==> config.mk <==
export PLATFORM = sky130hd
export DESIGN_NAME = spi_rx_frame_parser
export DESIGN_NICKNAME = d
export VERILOG_FILES = /design/src/rtl/spi_rx_frame_parser.sv
export SDC_FILE = /design/constraint.sdc
export NUM_CORES = 1
export LEC_CHECK = 0
export ABC_AREA = 1
export CORE_ASPECT_RATIO = 1.4
export CORE_MARGIN = 1.5
export CORE_UTILIZATION = 50
export CTS_BUF_LIST = sky130_fd_sc_hd__clkbuf_4
export DETAILED_ROUTE_END_ITERATION = 8
export GPL_TIMING_DRIVEN = 0
export PLACE_DENSITY = 0.73
export SLEW_MARGIN = 20
export SYNTH_ARGS = -nofsm -noshare
export SYNTH_HDL_FRONTEND = slang
export SYNTH_SLANG_ARGS = --single-unit
==> constraint.sdc <==
create_clock -name clk -period 2.6 [get_ports clk]
set_input_delay 0.52 -clock clk [delete_from_list [all_inputs] [get_ports clk]]
set_output_delay 0.52 -clock clk [all_outputs]
set_load 0.01 [all_outputs]
==> src/rtl/spi_rx_frame_parser.sv <==
// SPI receive-frame assembler: collects CMD/ADDR/DATA/CRC bytes while slave-select is low,
// then on the select rise publishes a good frame or classifies and counts the error.
module spi_rx_frame_parser #(
  parameter int          DATA_BYTES = 4,
  parameter logic [7:0]  CRC_POLY   = 8'h07,
  parameter logic [7:0]  CRC_INIT   = 8'h00
) (
  input  logic                    clk,
  input  logic                    rst,
  input  logic                    spi_ss,
  input  logic                    spi_rx_valid,
  input  logic [7:0]              spi_rx_byte,
  output logic [7:0]              frame_cmd,
  output logic [7:0]              frame_addr,
  output logic [8*DATA_BYTES-1:0] frame_data,
  output logic                    frame_valid,
  output logic                    frame_err,
  output logic [1:0]              err_code,
  output logic                    busy,
  output logic [7:0]              err_count
);

  localparam int FRAME_BYTES = DATA_BYTES + 3;
  localparam int CW          = $clog2(FRAME_BYTES + 2);

  localparam logic [1:0] CODE_NONE  = 2'd0;
  localparam logic [1:0] CODE_SHORT = 2'd1;
  localparam logic [1:0] CODE_LONG  = 2'd2;
  localparam logic [1:0] CODE_CRC   = 2'd3;

  typedef enum logic {IDLE, RECV} state_t;

  state_t                      state_q, state_d;
  logic [CW-1:0]               cnt_q, cnt_base, cnt_d;
  logic [7:0]                  crc_q, crc_base, crc_d;
  logic [FRAME_BYTES-1:0][7:0] stage_q;
  logic                        accept;
  logic                        eval;
  logic                        eval_good, eval_bad;
  logic [1:0]                  eval_code;

  // Eight MSB-first shift steps, unrolled into one combinational stage.
  function automatic logic [7:0] crc8(input logic [7:0] d);
    logic [7:0] c;
    c = d;
    for (int i = 0; i < 8; i++)
      c = c[7] ? ((c << 1) ^ CRC_POLY) : (c << 1);
    return c;
  endfunction

  always_ff @(posedge clk or negedge rst) begin
    if (!rst) state_q <= IDLE;
    else      state_q <= state_d;
  end

  always_comb begin
    state_d = state_q;
    eval    = 1'b0;
    case (state_q)
      IDLE: if (!spi_ss) state_d = RECV;
      RECV: if (spi_ss) begin
        state_d = IDLE;
        eval    = 1'b1;
      end
      default: state_d = IDLE;
    endcase
  end

  assign busy   = (state_q == RECV);
  assign accept = !spi_ss && spi_rx_valid;

  // A byte on the first low edge must see a fresh counter/CRC, so IDLE bypasses the registers.
  always_comb begin
    cnt_base = (state_q == IDLE) ? '0 : cnt_q;
    crc_base = (state_q == IDLE) ? CRC_INIT : crc_q;
    cnt_d    = cnt_base;
    crc_d    = crc_base;
    if (accept && cnt_base < CW'(FRAME_BYTES + 1))
      cnt_d = cnt_base + 1'b1;
    if (accept && cnt_base < CW'(FRAME_BYTES - 1))
      crc_d = crc8(crc_base ^ spi_rx_byte);
  end

  always_ff @(posedge clk or negedge rst) begin
    if (!rst) begin
      cnt_q <= '0;
      crc_q <= CRC_INIT;
    end else if (spi_ss) begin
      cnt_q <= '0;
      crc_q <= CRC_INIT;
    end else begin
      cnt_q <= cnt_d;
      crc_q <= crc_d;
    end
  end

  always_ff @(posedge clk or negedge rst) begin
    if (!rst) begin
      stage_q <= '0;
    end else begin
      for (int i = 0; i < FRAME_BYTES; i++)
        if (accept && cnt_base == CW'(i))
          stage_q[i] <= spi_rx_byte;
    end
  end

  // Length checks outrank the CRC check; an empty select is ignored entirely.
  always_comb begin
    eval_good = 1'b0;
    eval_bad  = 1'b0;
    eval_code = CODE_NONE;
    if (eval && cnt_q != '0) begin
      if (cnt_q > CW'(FRAME_BYTES)) begin
        eval_bad  = 1'b1;
        eval_code = CODE_LONG;
      end else if (cnt_q < CW'(FRAME_BYTES)) begin
        eval_bad  = 1'b1;
        eval_code = CODE_SHORT;
      end else if (crc_q != stage_q[FRAME_BYTES-1]) begin
        eval_bad  = 1'b1;
        eval_code = CODE_CRC;
      end else begin
        eval_good = 1'b1;
      end
    end
  end

  always_ff @(posedge clk or negedge rst) begin
    if (!rst) begin
      frame_cmd   <= '0;
      frame_addr  <= '0;
      frame_data  <= '0;
      frame_valid <= 1'b0;
      frame_err   <= 1'b0;
      err_code    <= CODE_NONE;
      err_count   <= '0;
    end else begin
      frame_valid <= eval_good;
      frame_err   <= eval_bad;
      if (eval_good) begin
        frame_cmd  <= stage_q[0];
        frame_addr <= stage_q[1];
        frame_data <= stage_q[FRAME_BYTES-2:2];
      end
      if (eval_good || eval_bad)
        err_code <= eval_code;
      if (eval_bad && err_count != 8'hFF)
        err_count <= err_count + 8'd1;
    end
  end

endmodule
==> impl_metrics.toml, run 1 <==
[cts]
clock_path_buffers = 2
cts_tree = "built"
cts_max_level = 4
clock_latency_ps = 540
cts_sinks = 129
path_clk_slew_ps = 110
cts_buffers = 17
cts-root-buf = "clkbuf_4"

[timing]
fin_crit_ps = 2174
hold_violations = 0
slew_headroom_pct = 62.79
rsz0062_at_grt = "false"
min_period_over_period_pct = 83.63
max_slew.worst_pin.slew_ps = 558.1
setup_viol_count_final = 0
clock_skew_ps = 13.08
report.final.slew_viol_count = 0
layout_setup_ws_ps = 425.5
max_freq_mhz = 459.9

[floorplanning]
fp.dieW_um = 92.16
num_rows = 45
floorplan.initialDensity_pct = 51.20
die-area_mm2 = 0.01178
die_y_um = 127.8
coreArea_mm2 = 0.01087
ios = 73

[cells_and_area]
final_nets = 766
final-seq-area_mm2 = 0.003228
multi_input_area_mm2 = 0.002054
drive_gt1_share_pct = 6.693
fillers = 954
fin_util_pct = 63.03
syn_to_final_growth_pct = 23.09

[yosys]
synth_flop_cell = "dfrtp_1"
synth.area.mux_share_pct = 0
synth.largest_area_cell = "dfrtp_1"
synth-seq-area-share_pct = 58.02
ys_seq_elements = 129
synthArstFlopShare_pct = 100.0
synth_commonest_cells = "nand2_1 (304), dfrtp_1 (129), o21ai_0 (61)"
syn_avg_cell_area_um2 = 8.482
yosysMostFrequentCell = "nand2_1"
syn_area_mm2 = 0.005564
yosys.area.top_type_share_pct = 58.02
synth_xor_area_share_pct = 2.833
synth-compound-area-share_pct = 6.566
ys_warn_count = 0
synthAdderAreaFrac_pct = 1.124
synth_top_family_by_area = "simple AND/OR/NAND/NOR gates"
syn-num-nets = 673
syn_inst = 656
synth_edf_count = 0
netlist_top_cells_area = "dfrtp_1 (58%), nand2_1 (21%), o21ai_0 (5.5%), nand3_1 (3.2%), inv_1 (2.6%)"
synthDistinctLibCells = 19
yosys.area_share.simple_pct = 26.40

[routing]
first_pass_iters = 5
via_count = 4573
avgRoutedWirePerCell_um = 13.62
routed_wl_mm = 12.32
drc = 0
viasPerCell = 5.059
antenna_left = 0
drtIter0Drc = 287

[setup_path]
worstSetupEndpointType = "flop"
cp_data_arrival_time_ps = 2610
cp_max_fo = 10
critical_path_class = "in2reg"
cp-start-kind = "primary input"
critPathRequiredTime_ps = 3040

[placement]
dpl_worst_slack_ps = -120.0
port_buffers = 72
dp_hpwl_mm = 8.627
gp_congestion = 0.9135

[run_status]
status = "finished clean"

[min_path]
hold_class = "in2async"

[global_route]
grt_pass1_wl_mm = 21.08
antenna_found_initial = 1
grt_overflow = 0
grt_max_degree = 84
grtUsageTotal_pct = 22.98
grt_pass1_vias = 4550

[pwr]
p_leak_nw = 3.497
peakVddDrop_mv = 0.3417
p_per_area_mw_per_mm2 = 619.4

[flow_run]
max-cap-violations = 0
[kinds of logic after synthesis]
kind of cell    count (synthesis)
xor+xnor                       18
fa+ha+maj                       5
buf+inv                        64
compound gates                 73
flops                         129
simple gates                  367
[power breakdown]
part	switching, mW	internal [mW]	total, mW
logic	0.249	0.170	0.419
clock network	0.736	0.871	1.61
registers	0.0989	2.12	2.22
total	1.08	3.16	4.24
[final timing paths]
path / from / endpoint / slack, ps / cells past startpoint
hold / removal: rst / crc_q[2]$_DFF_PN0_ / 450 / 2
setup / recovery: spi_ss / frame_data[15]$_DFFE_PN0P_ / 430 / 8
hold reg to reg: stage_q[40]$_DFFE_PN0P_ / frame_data[24]$_DFFE_PN0P_ / 480 / 2
setup reg to reg: busy$_DFF_PN0_ / stage_q[46]$_DFFE_PN0P_ / 510 / 10
max in group asynchronous: rst / frame_cmd[5]$_DFFE_PN0P_ / 1380 / 3
min in group clk: stage_q[40]$_DFFE_PN0P_ / frame_data[24]$_DFFE_PN0P_ / 480 / 2
[layout make-up]
class                           count  share of cell area, %
Sequential cell                   129                  47.13
Multi-Input combinational cell    463                  30.00
Timing Repair Buffer               74                  11.09
Clock inverter                     14                  3.087
Tap cell                          141                  2.576
Inverter                           42                  2.302
Clock buffer                       18                  1.973
Buffer                             22                  1.809
Antenna cell                        1                0.03654
[layout by cell type (no fill, tap or decap)]
cell type,instances
nand2_1,304
dfrtp_1,129
clkdlybuf4s50_1,71
o21ai_0,61
inv_1,38
nand3_1,36
clkbuf_4,18
a21oi_1,12
nand4_1,12
nor2_1,11
clkbuf_1,11
xnor2_1,10
xor2_1,8
buf_2,6
buf_6,5
ha_1,5
bufinv_16,5
nor2_2,3
inv_2,3
clkinv_2,3
clkinv_1,2
clkinv_4,2
inv_6,2
diode_2,1
nor4_2,1
buf_4,1
clkinvlp_4,1
dlygate4sd3_1,1
buf_16,1
[critical path, cell delays in order]
cell and delay [ps]:
clkdlybuf4s50_1 480, clkbuf_1 450, nand3_1 280, nor2_2 370, inv_2 80, clkbuf_1 240, nand2_1 120, nand2_1 60
[flip-flops by register name, indices dropped and copies added, names as in the netlist, 2 cells and up]
name	cells
stage_q	56
frame_cmd	8
err_code	2
err_count	8
cnt_q	4
frame_addr	8
frame_data	32
crc_q	8
[per-layer routing]
layer / vias to the layer above / track usage [%] / wire length (um)
met3: 18 / 5.694 / 499
met2: 112 / 39.52 / 6319
met5: - / 0 / 0
met1: 2174 / 28.04 / 5303
met4: 0 / 8.235 / 193
li1: 2269 / - / -
[per-stage QoR]
step                hold slack (ps)  cells  total power, mW  TNS [ps]  instance area, um^2
floorplan                     224.4    656            2.463         0                 5564
global route                  449.2    904            4.442         0                 6849
CTS                           437.7    903            4.284         0                 6847
detailed placement            458.6    870            2.669     -3609                 6490
global placement              454.4    869            2.645   -496160                 6461
finish                        453.8    904            4.242         0                 6849
[what timing repair did]
item / CTS / global route
setup buffers: 0 / 0
hold endpoints to repair: 46 / 0
hold buffers: 1 / 0
endpoints found under the setup margin: 0 / 0
gates resized for setup: 0 / 0
No activity file was read; power rests on OpenSTA's default activity.
==> run 2: changes to the inputs <==
PLACE_DENSITY = 0.76   (was 0.73)
clock period = 1.85 ns   (was 2.6 ns; I/O delays follow)
==> run 2 against run 1 <==
  * Setup slack lost 390 ps
  * Flip-flop and latch count is the same
  * Via count grew 4.8%
  * Hold slack lost 110 ps
  * First-iteration DRC count grew 11%
  * Critical endpoint is now crc_q[1]$_DFF_PN0_
  * Largest power group unchanged
==> impl_metrics.toml, run 2 (synthesized netlist as in run 1, its figures left out) <==
[routing]
viasPerCell = 5.220
dr_wl_met2_mm = 6.972
antenna_left = 0
via_count = 4792
drtIter0Drc = 320
first_pass_iters = 5
routed_wl_mm = 13.27
drc = 0
dr.max_layer_used = "met4"
avgRoutedWirePerCell_um = 14.45
wl_met3_um = 690
met1_length_mm = 5.225

[timing]
slew_headroom_pct = 64.11
max_freq_mhz = 552.1
setup_viol_count_final = 0
hold_violations = 0
fin_crit_ps = 1811
clock_skew_ps = 22.10
report.final.slew_viol_count = 0
min_period_over_period_pct = 97.90
max_slew.worst_pin.slew_ps = 538.4
setup_tns_ps = 0

[setup_path]
worstSetupEndpointType = "flop"
critPathRequiredTime_ps = 2340
r2r_cells = 13
cp-start-kind = "flop"
cp_max_fo = 10
cp_data_arrival_time_ps = 2300
critical_path_class = "reg2reg"

[run_status]
status = "finished clean"

[global_route]
grt_pass1_vias = 4582
grt_max_degree = 74
grtUsageTotal_pct = 22.95
grt_overflow = 0
grt_pass1_wl_mm = 21.12
antenna_found_initial = 1

[placement]
dp_hpwl_mm = 8.857
gp_congestion = 0.8982
post-place-cells = 870
port_buffers = 72

[cts]
clock_latency_ps = 530
cts_tree = "built"
clock_path_buffers = 2
cts-root-buf = "clkbuf_4"
cts_max_level = 4
cts_buffers = 17
cts_sinks = 129
path_clk_slew_ps = 120

[pwr]
finalPower_mw = 5.567
p_leak_nw = 4.420
peakVddDrop_mv = 0.5412
p_per_area_mw_per_mm2 = 780.2

[cells_and_area]
syn_to_final_growth_pct = 28.24
final-seq-area_mm2 = 0.003234
fin_util_pct = 65.66
drive_gt1_share_pct = 13.40
final_nets = 781
final_cell_mix = "nand2_1 (290), dfrtp_1 (124), o21ai_0 (59)"
fin_cells = 918
reg_top3 = "stage_q x56, frame_data x32"
multi_input_area_mm2 = 0.002172
final_common_cell = "nand2_1"
top_register = "stage_q"
fillers = 868
largest_reg_flops = 56

[floorplanning]
num_rows = 45
coreArea_mm2 = 0.01087
die_y_um = 127.8
fp.dieW_um = 92.16
die-area_mm2 = 0.01178
ios = 73
floorplan.initialDensity_pct = 51.20

[min_path]
hold_class = "in2async"

[flow_run]
max-cap-violations = 0
-- run 2: changes by cell type in the layout (fill, tap and decap cells not counted), moves of 10 or more --
| cell | before | now |
|---|---|---|
| clkdlybuf4s50_1 | 71 | 19 |
| dlymetal6s2s_1 | 0 | 46 |
| buf_4 | 1 | 18 |
| nand2_1 | 304 | 290 |
| nand2_2 | 0 | 14 |
| clkbuf_1 | 11 | 1 |
-- run 2: repair_timing --
| item | CTS | global route |
|---|---|---|
| resized for setup | 28 | 82 |
| buffers inserted | 9 | 8 |
| hold buffers | 1 | 0 |
| endpoints found under the setup margin | 107 | 151 |
| pin swaps | 1 | 5 |
| cloned | 0 | 0 |
| endpoints found under the hold margin | 56 | 0 |
-- run 2: routing by layer --
metal	vias to the layer above	GRT usage, %
met1	2317	26.22
met4	0	11.13
met5	-	0
met2	144	40.26
met3	30	5.338
li1	2301	-
-- run 2: worst paths after layout --
| path | endpoint | from | slack, ps |
|---|---|---|---|
| worst max-delay path | crc_q[1]$_DFF_PN0_ | busy$_DFF_PN0_ | 40 |
| worst min-delay path | crc_q[2]$_DFF_PN0_ | rst | 340 |
| worst max register to register | crc_q[1]$_DFF_PN0_ | busy$_DFF_PN0_ | 40 |
| worst min register to register | frame_data[21]$_DFFE_PN0P_ | frame_data[21]$_DFFE_PN0P_ | 480 |
| max in group asynchronous | stage_q[8]$_DFFE_PN0P_ | rst | 780 |
| min in group clk | busy$_DFF_PN0_ | spi_ss | 420 |
-- run 2: area by class of cell --
class / instances / area share (%)
well taps: 141 / 2.472
clock buffers: 18 / 1.894
multi-input cells: 463 / 30.44
inverters: 42 / 2.209
plain buffers: 20 / 1.981
clock inverters: 13 / 1.701
repair buffers: 91 / 13.94
flip-flops and latches: 129 / 45.33
diodes: 1 / 0.03507
-- run 2: worst max-delay path: stages (launching register included) --
cell	delay, ps
dfrtp_2	440
buf_4	160
clkbuf_4	200
nand2_1	100
nand2_1	60
nand2_2	120
nand2_1	120
nand2_1	110
nand2_1	50
nand2_1	110
nand2_1	80
nand3_1	110
nand2_1	60
inv_1	40
-- run 2: stage by stage --
| stage | hold WS (ps) | setup WS (ps) | area [um^2] |
|---|---|---|---|
| after floorplan | 74.41 | 159.6 | 5564 |
| after global placement | 455.0 | -4380 | 6461 |
| after detailed placement | 371.5 | -729.9 | 6490 |
| after CTS | 358.3 | 1.996 | 6870 |
| after global routing | 389.1 | -19.25 | 7136 |
| final | 342.8 | 38.87 | 7136 |
-- run 2: where the power goes --
group,switching [mW],internal (mW)
sequential,0.0999,2.98
clock,0.990,0.783
combinational,0.423,0.290
total,1.51,4.05
==> run 3: changes to the inputs <==
CORE_MARGIN = default   (was 1.5)
CTS_BUF_LIST = sky130_fd_sc_hd__clkbuf_16   (was sky130_fd_sc_hd__clkbuf_4)
==> run 3 against run 2 <==
  * The flow now finishes with violations (negative hold slack, negative setup slack)
  * Combinational power decreased by 8.8%
  * Via count increased by 1.3%
  * Count of clock-buffer cells in the layout decreased by 1
  * Sequential power increased by 1%
  * Core utilization increased by 3.6 points
  * Non-clock buffer count decreased by 2
  * Critical path depth decreased by 4
  * Wire length increased by 5.3%
  * First-iteration DRC count increased by 11%
  * Largest cell class unchanged
==> impl_metrics.toml, run 3 (synthesized netlist as in run 1, its figures left out) <==
[run_status]
status = "complete, but fails checks"
violations = "negative hold slack, negative setup slack"

[routing]
avgRoutedWirePerCell_um = 15.25
drtIter0Drc = 356
antenna_left = 0
first_pass_iters = 6
drc = 0
via_count = 4852
viasPerCell = 5.297
routed_wl_mm = 13.97

[setup_path]
worstSetupEndpointType = "flop"
rrSetupSlack_ps = -10
cp-start-kind = "flop"
critPathTopFamily = "simple AND/OR/NAND/NOR gates"
cp_data_arrival_time_ps = 2150
critPathMaxStageDelay_ps = 380
rr_endpoint = "frame_addr[1]$_DFFE_PN0P_"
r2r_cells = 9
critPathRequiredTime_ps = 2140
cp_max_fo = 5
path_cells = "inv_1, nor4_4, nand3_4, nor2_4, inv_2, buf_8, clkbuf_16, nand2_2, nand2_1"
cp_slowest_cell = "dfrtp_1"
critPathBufInv = 4
rr_startpoint = "cnt_q[0]$_DFF_PN0_"
critical_path_class = "reg2reg"

[global_route]
grt_pass1_vias = 4609
grtUsageTotal_pct = 24.32
antenna_found_initial = 0
grt_overflow = 0
grt_pass1_wl_mm = 21.87
grt_max_degree = 76

[cells_and_area]
antenna_cells = 0
final_cell_mix = "nand2_1 (279), dfrtp_1 (127), clkdlybuf4s50_1 (70)"
reg_top3 = "stage_q x56, frame_data x32"
final_nets = 779
final_common_cell = "nand2_1"
stdcell_area_mm2 = 0.007492
drive_gt1_share_pct = 14.06
top_register = "stage_q"
largest_reg_flops = 56
syn_to_final_growth_pct = 34.65
fin_cells = 916

[timing]
slew_headroom_pct = 54.93
min_period_over_period_pct = 100.7
setup_tns_ps = -12.72
timing.hold.ws_ps = -22.78
report.final.slew_viol_count = 0
rsz0062_at_grt = "true"
max_freq_mhz = 536.9
layout_setup_ws_ps = -12.72
hold_violations = 40
fin_crit_ps = 1863
clock_skew_ps = 8.751
setup_viol_count_final = 1
max_slew.worst_pin.slew_ps = 676.1

[floorplanning]
num_rows = 45
die-area_mm2 = 0.01156
coreArea_mm2 = 0.01081
floorplan.initialDensity_pct = 51.47
fp.dieW_um = 91.16
ios = 73
die_y_um = 126.8

[placement]
dp_hpwl_mm = 8.823
gp_congestion = 0.8921
placedInstanceArea_mm2 = 0.006490
post-place-cells = 870
port_buffers = 72

[pwr]
p_leak_nw = 3.761
peakVddDrop_mv = 0.7340
p_per_area_mw_per_mm2 = 959.0

[cts]
cts_buffers = 17
cts_sinks = 129
cts-root-buf = "clkbuf_16"
cts_max_level = 4
cts_tree = "built"
path_clk_slew_ps = 50
cts.hold.buffers_added = 0
clock_latency_ps = 420
clock_path_buffers = 2

[flow_run]
max-cap-violations = 0

[min_path]
hold_class = "in2async"
run 3: metrics by stage:
stage                     setup WS, ps  total power [mW]  hold WS, ps  util [%]
after floorplan                  159.6             3.461        74.41         -
after global placement           -4369             3.710        455.6     59.77
after detailed placement        -700.9             3.753        438.5     60.03
after CTS                        3.185             7.141        9.103     66.17
after global routing            -97.68             7.401        27.56     69.31
final                           -12.72             7.185       -22.78     69.31
run 3: layout make-up:
| class | instances | area [um^2] |
|---|---|---|
| tap | 141 | 176.4 |
| clock inverter | 15 | 176.4 |
| multi-input combinational | 463 | 2243 |
| sequential | 129 | 3231 |
| inverter | 42 | 157.7 |
| timing repair buffer | 87 | 917.1 |
| buffer | 22 | 165.2 |
| clock buffer | 17 | 425.4 |
| fill | 796 | 3318 |
run 3: power breakdown:
part	leakage, nW	switching, mW	internal, mW
clock network	0.301	1.19	2.22
registers	1.76	0.137	2.99
logic	1.70	0.389	0.261
run 3: worst max-delay path by stage:
stage               slack [ps]                         end  cells after the start          startpoint
detailed placement        -700  frame_data[10]$_DFFE_PN0P_                      8              spi_ss
global placement         -4370          crc_q[2]$_DFF_PN0_                      1                 rst
floorplan                  160     stage_q[13]$_DFFE_PN0P_                     10      busy$_DFF_PN0_
global route              -100   frame_addr[1]$_DFFE_PN0P_                      9  cnt_q[0]$_DFF_PN0_
CTS                          3    frame_cmd[4]$_DFFE_PN0P_                     10  crc_q[0]$_DFF_PN0_
finish                     -10   frame_addr[1]$_DFFE_PN0P_                      9  cnt_q[0]$_DFF_PN0_
run 3: what timing repair did:
action	4_1_cts	5_1_grt
gates cloned	0	2
setup buffers	3	9
pin swaps	1	11
resized for setup	15	67
endpoints found under the setup margin	106	115
run 3: worst register-to-register path, delay by kind of cell, from the launching register on:
kind | cells | cell delay [ps]
buf+inv | 4 | 530
flops | 1 | 380
simple gates | 5 | 820
run 3: metal layers:
layer	vias up	share of wire, %	track usage [%]
met2	171	54	44.07
met3	34	4.7	5.156
li1	2286	-	-
met4	0	3.1	10.46
met5	-	0	0
met1	2361	39	27.56
